## src/rtl/mpu_data_types.sv

```systemverilog
// Shared MPU data types: the load FSM state encoding, the single-precision
// element type, and the +0.0 constant used when zero-padding a matrix.
package mpu_data_types;

  // Load FSM states; LOAD_PAD still fits the original 2-bit encoding.
  typedef enum logic [1:0] {
    LOAD_IDLE    = 2'd0,
    LOAD_REQUEST = 2'd1,
    LOAD_MATRIX  = 2'd2,
    LOAD_PAD     = 2'd3
  } load_state_e;

  // IEEE-754 single-precision bit pattern, carried opaquely.
  typedef logic [31:0] float_sp;

  localparam float_sp POS_ZERO_32BIT = 32'h0000_0000;

endpackage

```

## src/rtl/mpu_index_counter.sv

```systemverilog
// Row-major (row, col) cursor for the matrix loader.
// Ports:
//   clk, rst            clock and synchronous active-high reset
//   clear               return the cursor to (0,0)
//   load, load_row/col  jump directly to a cell (used to step through padding)
//   advance             step one column, wrapping to the next row
//   col_last            current column is the last one of the active width
//   row, col            current cursor position
module mpu_index_counter #(
  parameter int unsigned RW = 2,
  parameter int unsigned CW = 2
) (
  input  logic          clk,
  input  logic          rst,
  input  logic          clear,
  input  logic          load,
  input  logic          advance,
  input  logic          col_last,
  input  logic [RW-1:0] load_row,
  input  logic [CW-1:0] load_col,
  output logic [RW-1:0] row,
  output logic [CW-1:0] col
);

  // Priority: reset/clear, then direct load, then row-major advance.
  always_ff @(posedge clk) begin
    if (rst || clear) begin
      row <= '0;
      col <= '0;
    end else if (load) begin
      row <= load_row;
      col <= load_col;
    end else if (advance) begin
      if (col_last) begin
        col <= '0;
        row <= row + RW'(1);
      end else begin
        col <= col + CW'(1);
      end
    end
  end

endmodule

```

## src/rtl/mpu_load_stream.sv

```systemverilog
// Streams an m_in x n_in matrix of float_sp elements (valid/ready handshake)
// into one entry of the matrix register file, one cell write per accepted
// element, row-major.
// Optional feature: define LOAD_ZERO_PAD_EN to also write +0.0 to every cell
// of the full M x N grid outside the loaded m_in x n_in window.
// Ports:
//   clk, rst              clock and synchronous active-high reset
//   start                 load request (ignored while busy)
//   dest_addr, m_in, n_in target register and matrix dimensions
//   elem_valid/elem_data  element stream in; elem_ready high only while loading
//   busy                  loader not idle
//   reg_wr_*              register-file cell write port
//   done                  pulses with the final write of a load
//   error                 pulses when the requested dimensions are invalid
module mpu_load_stream
  import mpu_data_types::*;
#(
  parameter int unsigned FP               = 32,
  parameter int unsigned M                = 3,
  parameter int unsigned N                = 3,
  parameter int unsigned MATRIX_REGISTERS = 8
) (
  input  logic                                clk,
  input  logic                                rst,
  input  logic                                start,
  input  logic [$clog2(MATRIX_REGISTERS)-1:0] dest_addr,
  input  logic [$clog2(M+1)-1:0]              m_in,
  input  logic [$clog2(N+1)-1:0]              n_in,
  input  logic                                elem_valid,
  input  logic [FP-1:0]                       elem_data,
  output logic                                elem_ready,
  output logic                                busy,
  output logic                                reg_wr_en,
  output logic [$clog2(MATRIX_REGISTERS)-1:0] reg_wr_addr,
  output logic [$clog2(M)-1:0]                reg_wr_row,
  output logic [$clog2(N)-1:0]                reg_wr_col,
  output logic [FP-1:0]                       reg_wr_data,
  output logic                                done,
  output logic                                error
);

  localparam int unsigned AW = $clog2(MATRIX_REGISTERS);
  localparam int unsigned MW = $clog2(M+1);
  localparam int unsigned NW = $clog2(N+1);
  localparam int unsigned RW = $clog2(M);
  localparam int unsigned CW = $clog2(N);

  load_state_e   state;
  logic [AW-1:0] addr_q;
  logic [MW-1:0] m_q;
  logic [NW-1:0] n_q;

  logic [RW-1:0] row;
  logic [CW-1:0] col;
  logic          accept;
  logic          col_last;
  logic          last_elem;
  logic          ctr_clear;
  logic          ctr_load;
  logic [RW-1:0] ld_row;
  logic [CW-1:0] ld_col;

  // Dimensions must be non-zero and fit the physical grid.
  function automatic logic dims_bad(input int unsigned m, input int unsigned n);
    return (m == 0) || (m > M) || (n == 0) || (n > N);
  endfunction

`ifdef LOAD_ZERO_PAD_EN
  logic        pad_first;
  logic        pad_next;
  int unsigned first_r, first_c, next_r, next_c;

  // First grid cell at or after flat index 'from' that lies outside the
  // m x n window; returns 0 when there is none left.
  function automatic logic find_pad(input int unsigned m, input int unsigned n,
                                    input int unsigned from,
                                    output int unsigned r, output int unsigned c);
    logic found;
    found = 1'b0;
    r     = 0;
    c     = 0;
    for (int unsigned i = 0; i < M * N; i++) begin
      if (!found && (i >= from) && (((i / N) >= m) || ((i % N) >= n))) begin
        found = 1'b1;
        r     = i / N;
        c     = i % N;
      end
    end
    return found;
  endfunction
`endif

  // Handshake, end-of-matrix detection and cursor control.
  always_comb begin
    accept    = (state == LOAD_MATRIX) && elem_valid && elem_ready;
    col_last  = (32'(col) + 32'd1) == 32'(n_q);
    last_elem = col_last && ((32'(row) + 32'd1) == 32'(m_q));
    ctr_clear = (state == LOAD_IDLE) && start;
    ctr_load  = 1'b0;
    ld_row    = '0;
    ld_col    = '0;
`ifdef LOAD_ZERO_PAD_EN
    pad_first = find_pad(32'(m_q), 32'(n_q), 32'd0, first_r, first_c);
    pad_next  = find_pad(32'(m_q), 32'(n_q), 32'(row) * N + 32'(col) + 32'd1,
                         next_r, next_c);
    // The cursor jumps straight from the last element to the first pad cell,
    // then from pad cell to pad cell, so every pad cycle writes.
    if (accept && last_elem && pad_first) begin
      ctr_load = 1'b1;
      ld_row   = RW'(first_r);
      ld_col   = CW'(first_c);
    end else if ((state == LOAD_PAD) && pad_next) begin
      ctr_load = 1'b1;
      ld_row   = RW'(next_r);
      ld_col   = CW'(next_c);
    end
`endif
  end

  mpu_index_counter #(
    .RW (RW),
    .CW (CW)
  ) u_index (
    .clk      (clk),
    .rst      (rst),
    .clear    (ctr_clear),
    .load     (ctr_load),
    .advance  (accept),
    .col_last (col_last),
    .load_row (ld_row),
    .load_col (ld_col),
    .row      (row),
    .col      (col)
  );

  // Load FSM with registered outputs.
  always_ff @(posedge clk) begin
    if (rst) begin
      state       <= LOAD_IDLE;
      addr_q      <= '0;
      m_q         <= '0;
      n_q         <= '0;
      elem_ready  <= 1'b0;
      busy        <= 1'b0;
      reg_wr_en   <= 1'b0;
      reg_wr_addr <= '0;
      reg_wr_row  <= '0;
      reg_wr_col  <= '0;
      reg_wr_data <= '0;
      done        <= 1'b0;
      error       <= 1'b0;
    end else begin
      reg_wr_en <= 1'b0;
      done      <= 1'b0;
      error     <= 1'b0;
      case (state)
        LOAD_IDLE: begin
          if (start) begin
            addr_q <= dest_addr;
            m_q    <= m_in;
            n_q    <= n_in;
            // Flag bad dimensions now so the pulse lines up with LOAD_REQUEST.
            error  <= dims_bad(32'(m_in), 32'(n_in));
            busy   <= 1'b1;
            state  <= LOAD_REQUEST;
          end
        end
        LOAD_REQUEST: begin
          if (dims_bad(32'(m_q), 32'(n_q))) begin
            busy  <= 1'b0;
            state <= LOAD_IDLE;
          end else begin
            elem_ready <= 1'b1;
            state      <= LOAD_MATRIX;
          end
        end
        LOAD_MATRIX: begin
          if (accept) begin
            reg_wr_en   <= 1'b1;
            reg_wr_addr <= addr_q;
            reg_wr_row  <= row;
            reg_wr_col  <= col;
            reg_wr_data <= elem_data;
            if (last_elem) begin
              elem_ready <= 1'b0;
`ifdef LOAD_ZERO_PAD_EN
              if (pad_first) begin
                state <= LOAD_PAD;
              end else begin
                busy  <= 1'b0;
                done  <= 1'b1;
                state <= LOAD_IDLE;
              end
`else
              busy  <= 1'b0;
              done  <= 1'b1;
              state <= LOAD_IDLE;
`endif
            end
          end
        end
`ifdef LOAD_ZERO_PAD_EN
        LOAD_PAD: begin
          reg_wr_en   <= 1'b1;
          reg_wr_addr <= addr_q;
          reg_wr_row  <= row;
          reg_wr_col  <= col;
          reg_wr_data <= FP'(POS_ZERO_32BIT);
          if (!pad_next) begin
            busy  <= 1'b0;
            done  <= 1'b1;
            state <= LOAD_IDLE;
          end
        end
`endif
        default: begin
          elem_ready <= 1'b0;
          busy       <= 1'b0;
          state      <= LOAD_IDLE;
        end
      endcase
    end
  end

endmodule
```

## config.mk

```make
export PLATFORM = sky130hd
export DESIGN_NAME = mpu_load_stream
export DESIGN_NICKNAME = d
export VERILOG_FILES = /design/src/rtl/mpu_data_types.sv /design/src/rtl/mpu_index_counter.sv /design/src/rtl/mpu_load_stream.sv
export SDC_FILE = /design/constraint.sdc
export NUM_CORES = 1
export LEC_CHECK = 0
export ABC_AREA = 1
export CORE_MARGIN = 5
export CORE_UTILIZATION = 46
export CTS_BUF_LIST = sky130_fd_sc_hd__clkbuf_16
export CTS_CLUSTER_DIAMETER = 200
export DETAILED_ROUTE_END_ITERATION = 12
export PLACE_DENSITY_LB_ADDON = 0.1
export SYNTH_ARGS = -nofsm -noshare
export SYNTH_HDL_FRONTEND = slang
export SYNTH_SLANG_ARGS = --single-unit
export TNS_END_PERCENT = 50
```

## constraint.sdc

```tcl
create_clock -name clk -period 4.35 [get_ports clk]
set_input_delay 0.87 -clock clk [delete_from_list [all_inputs] [get_ports clk]]
set_output_delay 0.87 -clock clk [all_outputs]
set_load 0.02 [all_outputs]
```

==> results of run 1 <==
## critical path, cell delays in order
cell and delay (ns):
clkdlybuf4s50_1 0.45, nand2_1 0.08, nor2_2 0.47, inv_2 0.45
nor2_1 0.22, nor2_1 0.07
## sequential cells by signal, summed over array words and instances (netlist names)
signal and cells:
n_q 2, reg_wr_en 1, addr_q 3, reg_wr_row 2, done 1, elem_ready 1, error 1, m_q 2
u_index.col 2, reg_wr_data 32, state 2, u_index.row 2, busy 1, reg_wr_col 2, reg_wr_addr 3
## per-layer routing
metal	vias to the layer above	global-route usage, %	routed length, µm
met5	-	0	0
met4	0	8.566	124
met3	10	8.009	462
met2	65	28.94	2377
met1	897	22.88	2490
li1	1040	-	-
## where the power goes
part	switching (W)	leakage, nW	total (W)	internal (W)
clock	0.000219	0.130	0.000590	0.000371
sequential	0.00000392	0.461	0.000534	0.000530
combinational	0.0000283	0.783	0.0000724	0.0000441
## stage by stage
| stage | std cells | util, % | power, W | setup WS [ns] |
|---|---|---|---|---|
| 2_1_floorplan | 272 | - | 0.0005696 | 2.632 |
| 3_3_place_gp | 398 | 67.26 | 0.0006153 | 1.615 |
| 3_5_place_dp | 398 | 67.26 | 0.0006155 | 1.603 |
| 4_1_cts | 414 | 72.97 | 0.001207 | 1.907 |
| 5_1_grt | 414 | 72.97 | 0.001242 | 1.698 |
| 6_report | 414 | 72.97 | 0.001197 | 1.935 |
## cells in the final DEF (no fill, tap or decap), drive strengths merged, types with 2 or more instances in the layout
| cell | count |
|---|---|
| nand2 | 23 |
| ha | 2 |
| clkbuf | 9 |
| a21oi | 9 |
| nor2 | 87 |
| o21ai | 44 |
| a22o | 2 |
| nand3 | 5 |
| dfxtp | 57 |
| clkdlybuf4s50 | 86 |
| buf | 2 |
| o22ai | 2 |
| clkinv | 6 |
| inv | 24 |
| xnor2 | 2 |
## cell type report
class                           instances  area, µm²  area share [%]
Clock inverter                          7      28.78          0.8873
Tap cell                               52      65.06           2.006
Multi-Input combinational cell        178      820.8           25.31
Inverter                               23      86.33           2.662
Clock buffer                            9      225.2           6.944
Sequential cell                        57       1141           35.19
Timing Repair Buffer                   88      875.8           27.01
## worst paths after layout
| path | to | cells after the start |
|---|---|---|
| worst max-delay path | reg_wr_data[15]$_SDFFE_PP0P_ | 6 |
| worst min-delay path | reg_wr_addr[2]$_SDFFE_PP0P_ | 2 |
| worst max register to register | reg_wr_data[15]$_SDFFE_PP0P_ | 5 |
| worst min register to register | reg_wr_addr[2]$_SDFFE_PP0P_ | 2 |
## kinds of logic after synthesis
logic type | after synthesis
compound gates | 58
buf+inv | 37
simple gates | 116
flops | 57
fa+ha+maj | 2
xor+xnor | 2
==> implementation parameters, run 1 <==
Parameter                              Value

Timing
  Setup repair after global routing missed its margin ... false
  Count of pins over their slew limit ... 0
  Slew Limit Headroom ... 38.42%
  Fin. Hold Viols ... 0
  Setup-violating endpoint count in the final report ... 0
  Worst slack on hold paths ... 0.4553 ns
  F_max ... roughly 410 MHz
  Transition at the pin with the smallest max-transition slack ... 0.9227 ns
  Worst clock skew ... approximately 0.0026 ns
  Post-Route Setup TNS ... 0 ns
  Share of the cycle needed by the critical path after routing ... 55.52%
  Final critical-path required period ... 2.415 ns

Die
  Area of the core ... approximately 4400 µm²
  Full die area ... 6112 µm²
  I/O pin cnt ... 87
  Y dimension of the die ... ~78 µm
  Initial core utilization ... 48.11%
  Die width ... about 80 µm
  Core Rows ... 24

Clocking
  Post-cts hold buffer count ... 0
  Maximum root-to-sink buffer count ... 2
  H-tree levels ... 3
  # Post-CTS Setup Buffers ... 0
  Post-cts resize count ... 0
  Clock root buffer ... clkbuf_16
  Clock buffer count from CTS ... 9
  TritonCTS clock tree ... done
  Clock latency of the later-clocked register in the worst-skew pair ... 0.31 ns
  Register clock-pin slew on the reported worst setup and hold paths ... 0.05 ns
  Number of clock sinks seen by CTS ... 57

Logic synthesis
  Share of the synthesized area in compound gates (AO/OA/AOI/OAI) ... about 14%
  Most frequent cells after synthesis ... nor2_1, dfxtp_1, o21ai_0
  Yosys cell types ... 19
  Flip-flop and latch count after synthesis ... 57
  Multiplexer area fraction after synthesis ... 0%
  Cells after synthesis ... between 200 and 300
  Sequential element share of the synthesized area ... roughly 53%
  Syn_nets ... 317
  Proportion of netlist area held by the largest area contributor ... between 50% and 60%
  Xor/xnor share of the synthesized area ... 0.8192%
  Async set or reset register ratio after synthesis ... 0%
  Largest family of logic cells by synthesized area ... simple AND/OR/NAND/NOR gates
  Share of synthesized cell area in full adder, half adder and majority cells ... 1.170%
  Area fraction in and, or, nand and nor cells after synthesis ... 22.24%
  Avg Inst Size Synth ... 7.861 µm²
  Number of enable flip-flop cells after synthesis ... 0
  Post-synth design cell area ... 2138 µm²
  Top post-synthesis cells by area ... dfxtp_1, nor2_1, o21ai_0
  Cell type with the largest total area after synthesis ... dfxtp_1
  Syn. warnings ... 0
  Library cell with the highest instance count after synthesis ... nor2_1
  Flip-flop cell with the highest count after synthesis ... dfxtp_1

Finish
  Layout Area Growth over Synthesis ... 51.67%
  Fraction of layout cells with a size suffix above 1 ... 7.182%
  NumNets Final ... ~400
  Final instance area ... 3243 µm²
  Number of fillers in the final layout ... 369
  Number of diodes ... 0

Route
  Number of nets with antenna violations after routing ... 0
  First-pass iteration count of the detailed router ... 4
  Vias per Instance ... 4.860
  Count of unresolved DRC violations after routing ... 0
  Number of violations reported at the end of detailed-routing iteration 0 ... 90
  DRT Wirelength ... approximately 5.5 mm
  Total via count in the routed design ... 2012
  Detail-routed net length per standard cell ... 13.18 µm

Critical path
  Reg2reg setup slack ... ~2.6 ns
  Kind of capture point of the worst setup path ... flop
  Data arrival, critical path ... 2.62 ns
  Reg2reg start ... state[1]$_SDFFE_PP0P_
  Crit. Startpoint ... elem_valid
  Worst Setup Start Kind ... input port
  Crit-path max FO ... 39
  CP Class ... input port to flop
  Crit path required time ... 4.56 ns

Placed design
  Number of port buffers ... between 80 and 90
  Detail Placement HPWL ... 3.736 mm
  RePlAce Congestion ... 0.7851
  Placed Instance Area ... 2989 µm²

GRT
  GR Overflow Total ... 0
  Wire length of the first global-routing pass ... 9.087 mm
  Vias in the first global route ... 1952
  Initial antenna violation count ... 0
  GRT Util Overall ... 18.81%
  Largest net degree at the start of global routing ... 40

Hold path
  Hold path start ... addr_q[2]$_SDFFE_PP0P_
  Hold/Removal Path Class ... flop to flop

Power
  PwrDens ... 369.0 nW/µm²
  Peak supply drop ... 252.3 µV
  Leakage power ... about 1.4 nW

Run
  Max-capacitance violation count ... 0

Run status
  Outcome ... finished, final reports clean
Note: power is estimated with default switching activity, not from simulation.
==> run 2, diff against run 1 <==
Settings changed: CORE_UTILIZATION 46 to 42.
Clock period 4.35 ns to 2.4 ns, I/O delays scaled along.
==> run 2 against run 1 <==
Net effect: critical path depth is 5 lower; clock skew up 0.0018 ns; cell count increased by 4.1%; sequential cell count is the same; worst setup slack worse by 1.3 ns; clock power up 75%; critical path type is now flop to primary output; critical endpoint is now reg_wr_data[21]; largest cell class unchanged.
==> implementation parameters, run 2 (synthesis gave the netlist of run 1 again) <==
Parameter                              Value

Die
  Y dimension of the die ... 81.35 µm
  Full die area ... between 6000 and 7000 µm²
  Die width ... 81.35 µm
  Core Rows ... 26
  Area of the core ... 5010 µm²
  I/O pin cnt ... between 80 and 90
  Initial core utilization ... 42.68%

Route
  Vias per Instance ... between 4 and 5
  Total via count in the routed design ... 1972
  Number of violations reported at the end of detailed-routing iteration 0 ... slightly above 70
  DRT Wirelength ... 5.264 mm
  Number of nets with antenna violations after routing ... 0
  First-pass iteration count of the detailed router ... 4
  Count of unresolved DRC violations after routing ... 0
  Detail-routed net length per standard cell ... 12.21 µm

Critical path
  Crit. Startpoint ... reg_wr_data[21]$_SDFFE_PP0P_
  Crit path required time ... 1.92 ns
  Reg2reg start ... u_index.col[0]$_SDFFE_PP0P_
  Worst Setup Start Kind ... flop
  Crit path largest cell delay ... 0.63 ns
  Crit-path cells ... clkdlybuf4s50_1
  Total buffers and inverters traversed by the critical path ... 1
  Worst reg-to-reg path cell count ... 8
  Slowest cell on the critical path ... clkdlybuf4s50_1
  Kind of capture point of the worst setup path ... primary output
  Data arrival, critical path ... 1.27 ns
  Crit-path max FO ... 2
  Kind of cell adding the most delay to the critical path ... buffers and inverters
  CP Class ... flop to primary output
  Worst path depth ... 1

Timing
  Share of the cycle needed by the critical path after routing ... 73.03%
  Worst clock skew ... 0.004447 ns
  Post-Route Setup TNS ... 0 ns
  Worst slack on hold paths ... 0.4574 ns
  Slew Limit Headroom ... between 40% and 50%
  Count of pins over their slew limit ... 0
  Setup-violating endpoint count in the final report ... 0
  Final critical-path required period ... about 1.8 ns
  Fin. Hold Viols ... 0
  Setup repair after global routing missed its margin ... false
  Transition at the pin with the smallest max-transition slack ... 0.7524 ns
  F_max ... 570.5 MHz

Power
  Leakage power ... 1.383 nW
  PwrDens ... 651.0 nW/µm²
  Peak supply drop ... about 490 µV
  Overall power consumption ... 0.002136 W

Finish
  Number of fillers in the final layout ... 457
  Most common cell after layout, fill and taps aside ... clkdlybuf4s50_1
  NumNets Final ... between 400 and 500
  Final Core Density ... around two thirds
  Largest registers ranked by flip-flop count ... reg_wr_data: 32 flops, addr_q: 3 flops, reg_wr_addr: 3 flops
  Final instance area ... about 3300 µm²
  Layout Area Growth over Synthesis ... 53.42%
  Most frequent cells in the layout ... clkdlybuf4s50_1, nor2_1, dfxtp_1, o21ai_0, inv_1
  Fraction of layout cells with a size suffix above 1 ... 7.479%
  Largest register by flop count ... reg_wr_data
  Max reg flops ... 32
  Number of diodes ... 0

Clocking
  TritonCTS clock tree ... done
  Maximum root-to-sink buffer count ... 2
  Post-cts resize count ... 0
  H-tree levels ... 3
  Clock latency of the later-clocked register in the worst-skew pair ... 0.31 ns
  # Post-CTS Setup Buffers ... 0
  Number of clock sinks seen by CTS ... 57
  Register clock-pin slew on the reported worst setup and hold paths ... 0.05 ns
  Clock buffer count from CTS ... 9
  Post-cts hold buffer count ... 0
  Clock root buffer ... clkbuf_16

Placed design
  Detail Placement HPWL ... 3.643 mm
  RePlAce Congestion ... 0.8357
  Placed Instance Area ... 3039 µm²
  Number of port buffers ... 86

Hold path
  Hold path start ... addr_q[2]$_SDFFE_PP0P_
  Hold/Removal Path Class ... flop to flop
  Hold Path Stages ... 2

GRT
  Vias in the first global route ... 1929
  Wire length of the first global-routing pass ... 8.507 mm
  GRT Util Overall ... approximately 17%
  GR Overflow Total ... 0
  Initial antenna violation count ... 0
  Largest net degree at the start of global routing ... 40

Run status
  Outcome ... finished, final reports clean

Run
  Max-capacitance violation count ... 0
run 2: cell count changes in the layout (fill, tap and decap cells not counted):
cell | previous run | this run
clkinv_1 | 4 | 1
buf_4 | 2 | 3
inv_1 | 23 | 24
clkinv_2 | 2 | 1
buf_12 | 0 | 1
run 2: per-stage QoR:
stage	instances	worst slack (ns)
detailed placement	418	0.4351
floorplan	272	1.018
global placement	418	0.4507
finish	431	0.6472
CTS	431	0.6352
global route	431	0.6068
run 2: final cells by class:
cell class                      instances  area [µm²]  share of cell area, %
Clock buffer                            9       225.2                  6.865
Clock inverter                          4       16.27                 0.4958
Inverter                               23       86.33                  2.632
Multi-Input combinational cell        178       820.8                  25.02
Sequential cell                        57        1141                  34.78
Tap cell                               70       87.58                  2.670
Timing Repair Buffer                   90       903.4                  27.54
run 2: path summary, 6_finish.rpt:
kind | to | slack (ns)
worst max register to register | u_index.row[0]$_SDFFE_PP0P_ | 0.83
worst max-delay path | reg_wr_data[21] | 0.65
worst min register to register | reg_wr_addr[2]$_SDFFE_PP0P_ | 0.46
worst min-delay path | reg_wr_addr[2]$_SDFFE_PP0P_ | 0.46
run 2: layer usage:
layer | part of all wire, % | wire [µm] | GRT usage (%)
met1 | 45 | 2384 | 20.58
met2 | 44 | 2328 | 25.57
met3 | 9.1 | 480 | 6.541
met4 | 1.3 | 71 | 8.615
met5 | 0 | 0 | 0
run 2: report_power, final:
part | total (W) | leakage [nW] | internal [W] | switching (W)
combinational | 0.000134 | 0.795 | 0.0000821 | 0.0000519
sequential | 0.000968 | 0.461 | 0.000961 | 0.00000682
clock | 0.00103 | 0.127 | 0.000663 | 0.000371
total | 0.00214 | 1.38 | 0.00171 | 0.000430
==> run 3, diff against run 2 <==
Settings changed: CORE_UTILIZATION 42 to 38.
Clock period 2.4 ns to 1.6 ns, I/O delays scaled along.
==> run 3 against run 2 <==
Net effect: via count increased by 2.1%; clock-buffer cell count stayed put; sequential share of layout area down 2.6 points; routed wire length is 8.0% higher; core utilization fell by 0.76 points; register-to-register slack got worse by 0.66 ns; power rose by 71%; worst setup slack got worse by 0.61 ns; global-route usage decreased by 0.67 points; critical path type unchanged; critical endpoint is now reg_wr_data[13].
==> implementation parameters, run 3 (synthesis gave the netlist of run 1 again) <==
Parameter                              Value

Run status
  Outcome ... finished, final reports clean

Critical path
  Worst Setup Start Kind ... flop
  Crit. Startpoint ... reg_wr_data[13]$_SDFFE_PP0P_
  Crit-path max FO ... 2
  Data arrival, critical path ... 1.24 ns
  Kind of cell adding the most delay to the critical path ... buffers and inverters
  Reg2reg setup slack ... 0.17 ns
  Reg2reg start ... u_index.col[1]$_SDFFE_PP0P_
  Total buffers and inverters traversed by the critical path ... 1
  CP Class ... flop to primary output
  Kind of capture point of the worst setup path ... primary output
  Slowest cell on the critical path ... clkdlybuf4s50_1
  Crit path required time ... 1.28 ns
  Crit-path cells ... clkdlybuf4s50_1
  Crit path largest cell delay ... 0.61 ns

Finish
  Fraction of layout cells with a size suffix above 1 ... a little under an eighth
  Final Core Density ... 64.72%
  Final non-filler cell total ... 447
  Largest register by flop count ... reg_wr_data
  Most common cell after layout, fill and taps aside ... nor2_1
  Number of diodes ... 0
  Largest registers ranked by flip-flop count ... reg_wr_data: 32 flops, addr_q: 3 flops, reg_wr_addr: 3 flops
  Most frequent cells in the layout ... nor2_1, dfxtp_1, clkdlybuf4s50_1, o21ai_0, dlymetal6s2s_1
  Layout Area Growth over Synthesis ... 65.65%
  NumNets Final ... 415
  Max reg flops ... 32
  Number of fillers in the final layout ... just under 500
  Area used by multi-input combinational logic ... 828.3 µm²
  Register area ... about 1100 µm²

GRT
  GRT Util Overall ... 16.17%
  Vias in the first global route ... 1948
  GR Overflow Total ... 0
  Largest net degree at the start of global routing ... 30
  Wire length of the first global-routing pass ... about 9.3 mm
  Initial antenna violation count ... 0

Hold path
  Hold path start ... addr_q[2]$_SDFFE_PP0P_
  Hold/Removal Path Class ... flop to flop

Timing
  Share of the cycle needed by the critical path after routing ... 97.58%
  Worst clock skew ... approximately 0.0025 ns
  Worst slack on hold paths ... 0.4513 ns
  Fin. Hold Viols ... 0
  Final critical-path required period ... 1.561 ns
  Setup repair after global routing missed its margin ... false
  F_max ... 640.5 MHz
  Setup-violating endpoint count in the final report ... 0
  Slew Limit Headroom ... 79.55%
  Transition at the pin with the smallest max-transition slack ... 0.3058 ns
  Count of pins over their slew limit ... 0

Die
  Full die area ... between 7000 and 8000 µm²
  I/O pin cnt ... 87
  Area of the core ... 5473 µm²
  Die width ... between 80 and 90 µm
  Core Rows ... 27
  Y dimension of the die ... between 80 and 90 µm
  Initial core utilization ... between 30 and 40%

Route
  Number of nets with antenna violations after routing ... 0
  Count of unresolved DRC violations after routing ... 0
  Total via count in the routed design ... 2014
  DRT Wirelength ... 5.683 mm
  Number of violations reported at the end of detailed-routing iteration 0 ... between 50 and 60
  Detail-routed net length per standard cell ... 12.71 µm
  First-pass iteration count of the detailed router ... 4
  Vias per Instance ... 4.506

Power
  Leakage power ... 2.068 nW
  PwrDens ... about 1000 nW/µm²
  Peak supply drop ... 721.5 µV
  Overall power consumption ... between 0.003 and 0.004 W

Clocking
  TritonCTS clock tree ... done
  Register clock-pin slew on the reported worst setup and hold paths ... 0.05 ns
  H-tree levels ... 3
  Clock root buffer ... clkbuf_16
  Maximum root-to-sink buffer count ... 2
  Number of clock sinks seen by CTS ... 57
  Clock latency of the later-clocked register in the worst-skew pair ... 0.32 ns
  Clock buffer count from CTS ... 9

Placed design
  RePlAce Congestion ... slightly above 0.8
  Number of port buffers ... 86
  Detail Placement HPWL ... slightly above 4 mm
  Inst Count DP ... 431

Run
  Max-capacitance violation count ... 0
==> run 3: worst paths after layout <==
path,endpoint,cells past startpoint
min,reg_wr_addr[2]$_SDFFE_PP0P_,2
max reg2reg,u_index.row[0]$_SDFFE_PP0P_,8
max,reg_wr_data[13],1
min reg2reg,reg_wr_addr[2]$_SDFFE_PP0P_,2
==> run 3: layout make-up <==
cell class                      count  area share, %
Inverter                           23          2.437
Clock buffer                        9          6.358
Tap cell                           72          2.543
Timing Repair Buffer              101          30.63
Sequential cell                    57          32.21
Clock inverter                      7          2.437
Multi-Input combinational cell    178          23.38
==> run 3: layer usage <==
metal	vias up	global-route usage, %	part of all wire, %
met4	0	5.180	1.2
met2	66	24.72	46
met5	-	0	0
met3	8	7.767	8.1
met1	879	20.02	45
li1	1061	-	-
==> run 3: through the flow <==
stage	setup WS, ns	setup TNS, ns	area [µm²]
5_1_grt	0.001111	0	3542
6_report	0.03875	0	3542
2_1_floorplan	0.2184	0	2138
4_1_cts	0.001736	0	3457
3_3_place_gp	-0.03796	-0.09000	3149
3_5_place_dp	-0.05946	-0.2253	3149
==> run 3: power breakdown <==
| group | internal [W] | total (W) | leakage, nW | switching (W) |
|---|---|---|---|---|
| Combinational | 0.000132 | 0.000215 | 1.45 | 0.0000827 |
| Sequential | 0.00144 | 0.00145 | 0.461 | 0.0000105 |
| Clock | 0.00135 | 0.00199 | 0.156 | 0.000641 |
==> run 3: worst register-to-register path: stages (launching register included) <==
cell and delay [ns]:
dfxtp_1 0.33, ha_1 0.32, inv_1 0.05, nand2_1 0.05, nand3b_1 0.11, nor2_4 0.15
nand2_1 0.10, o21ai_0 0.15, a21oi_1 0.06
==> run 3: what timing repair did <==
| action | in CTS | in global routing |
|---|---|---|
| endpoints found under the setup margin | 3 | 37 |
| hold buffers | 0 | 0 |
| resized for setup | 3 | 33 |
| buffers inserted | 0 | 0 |
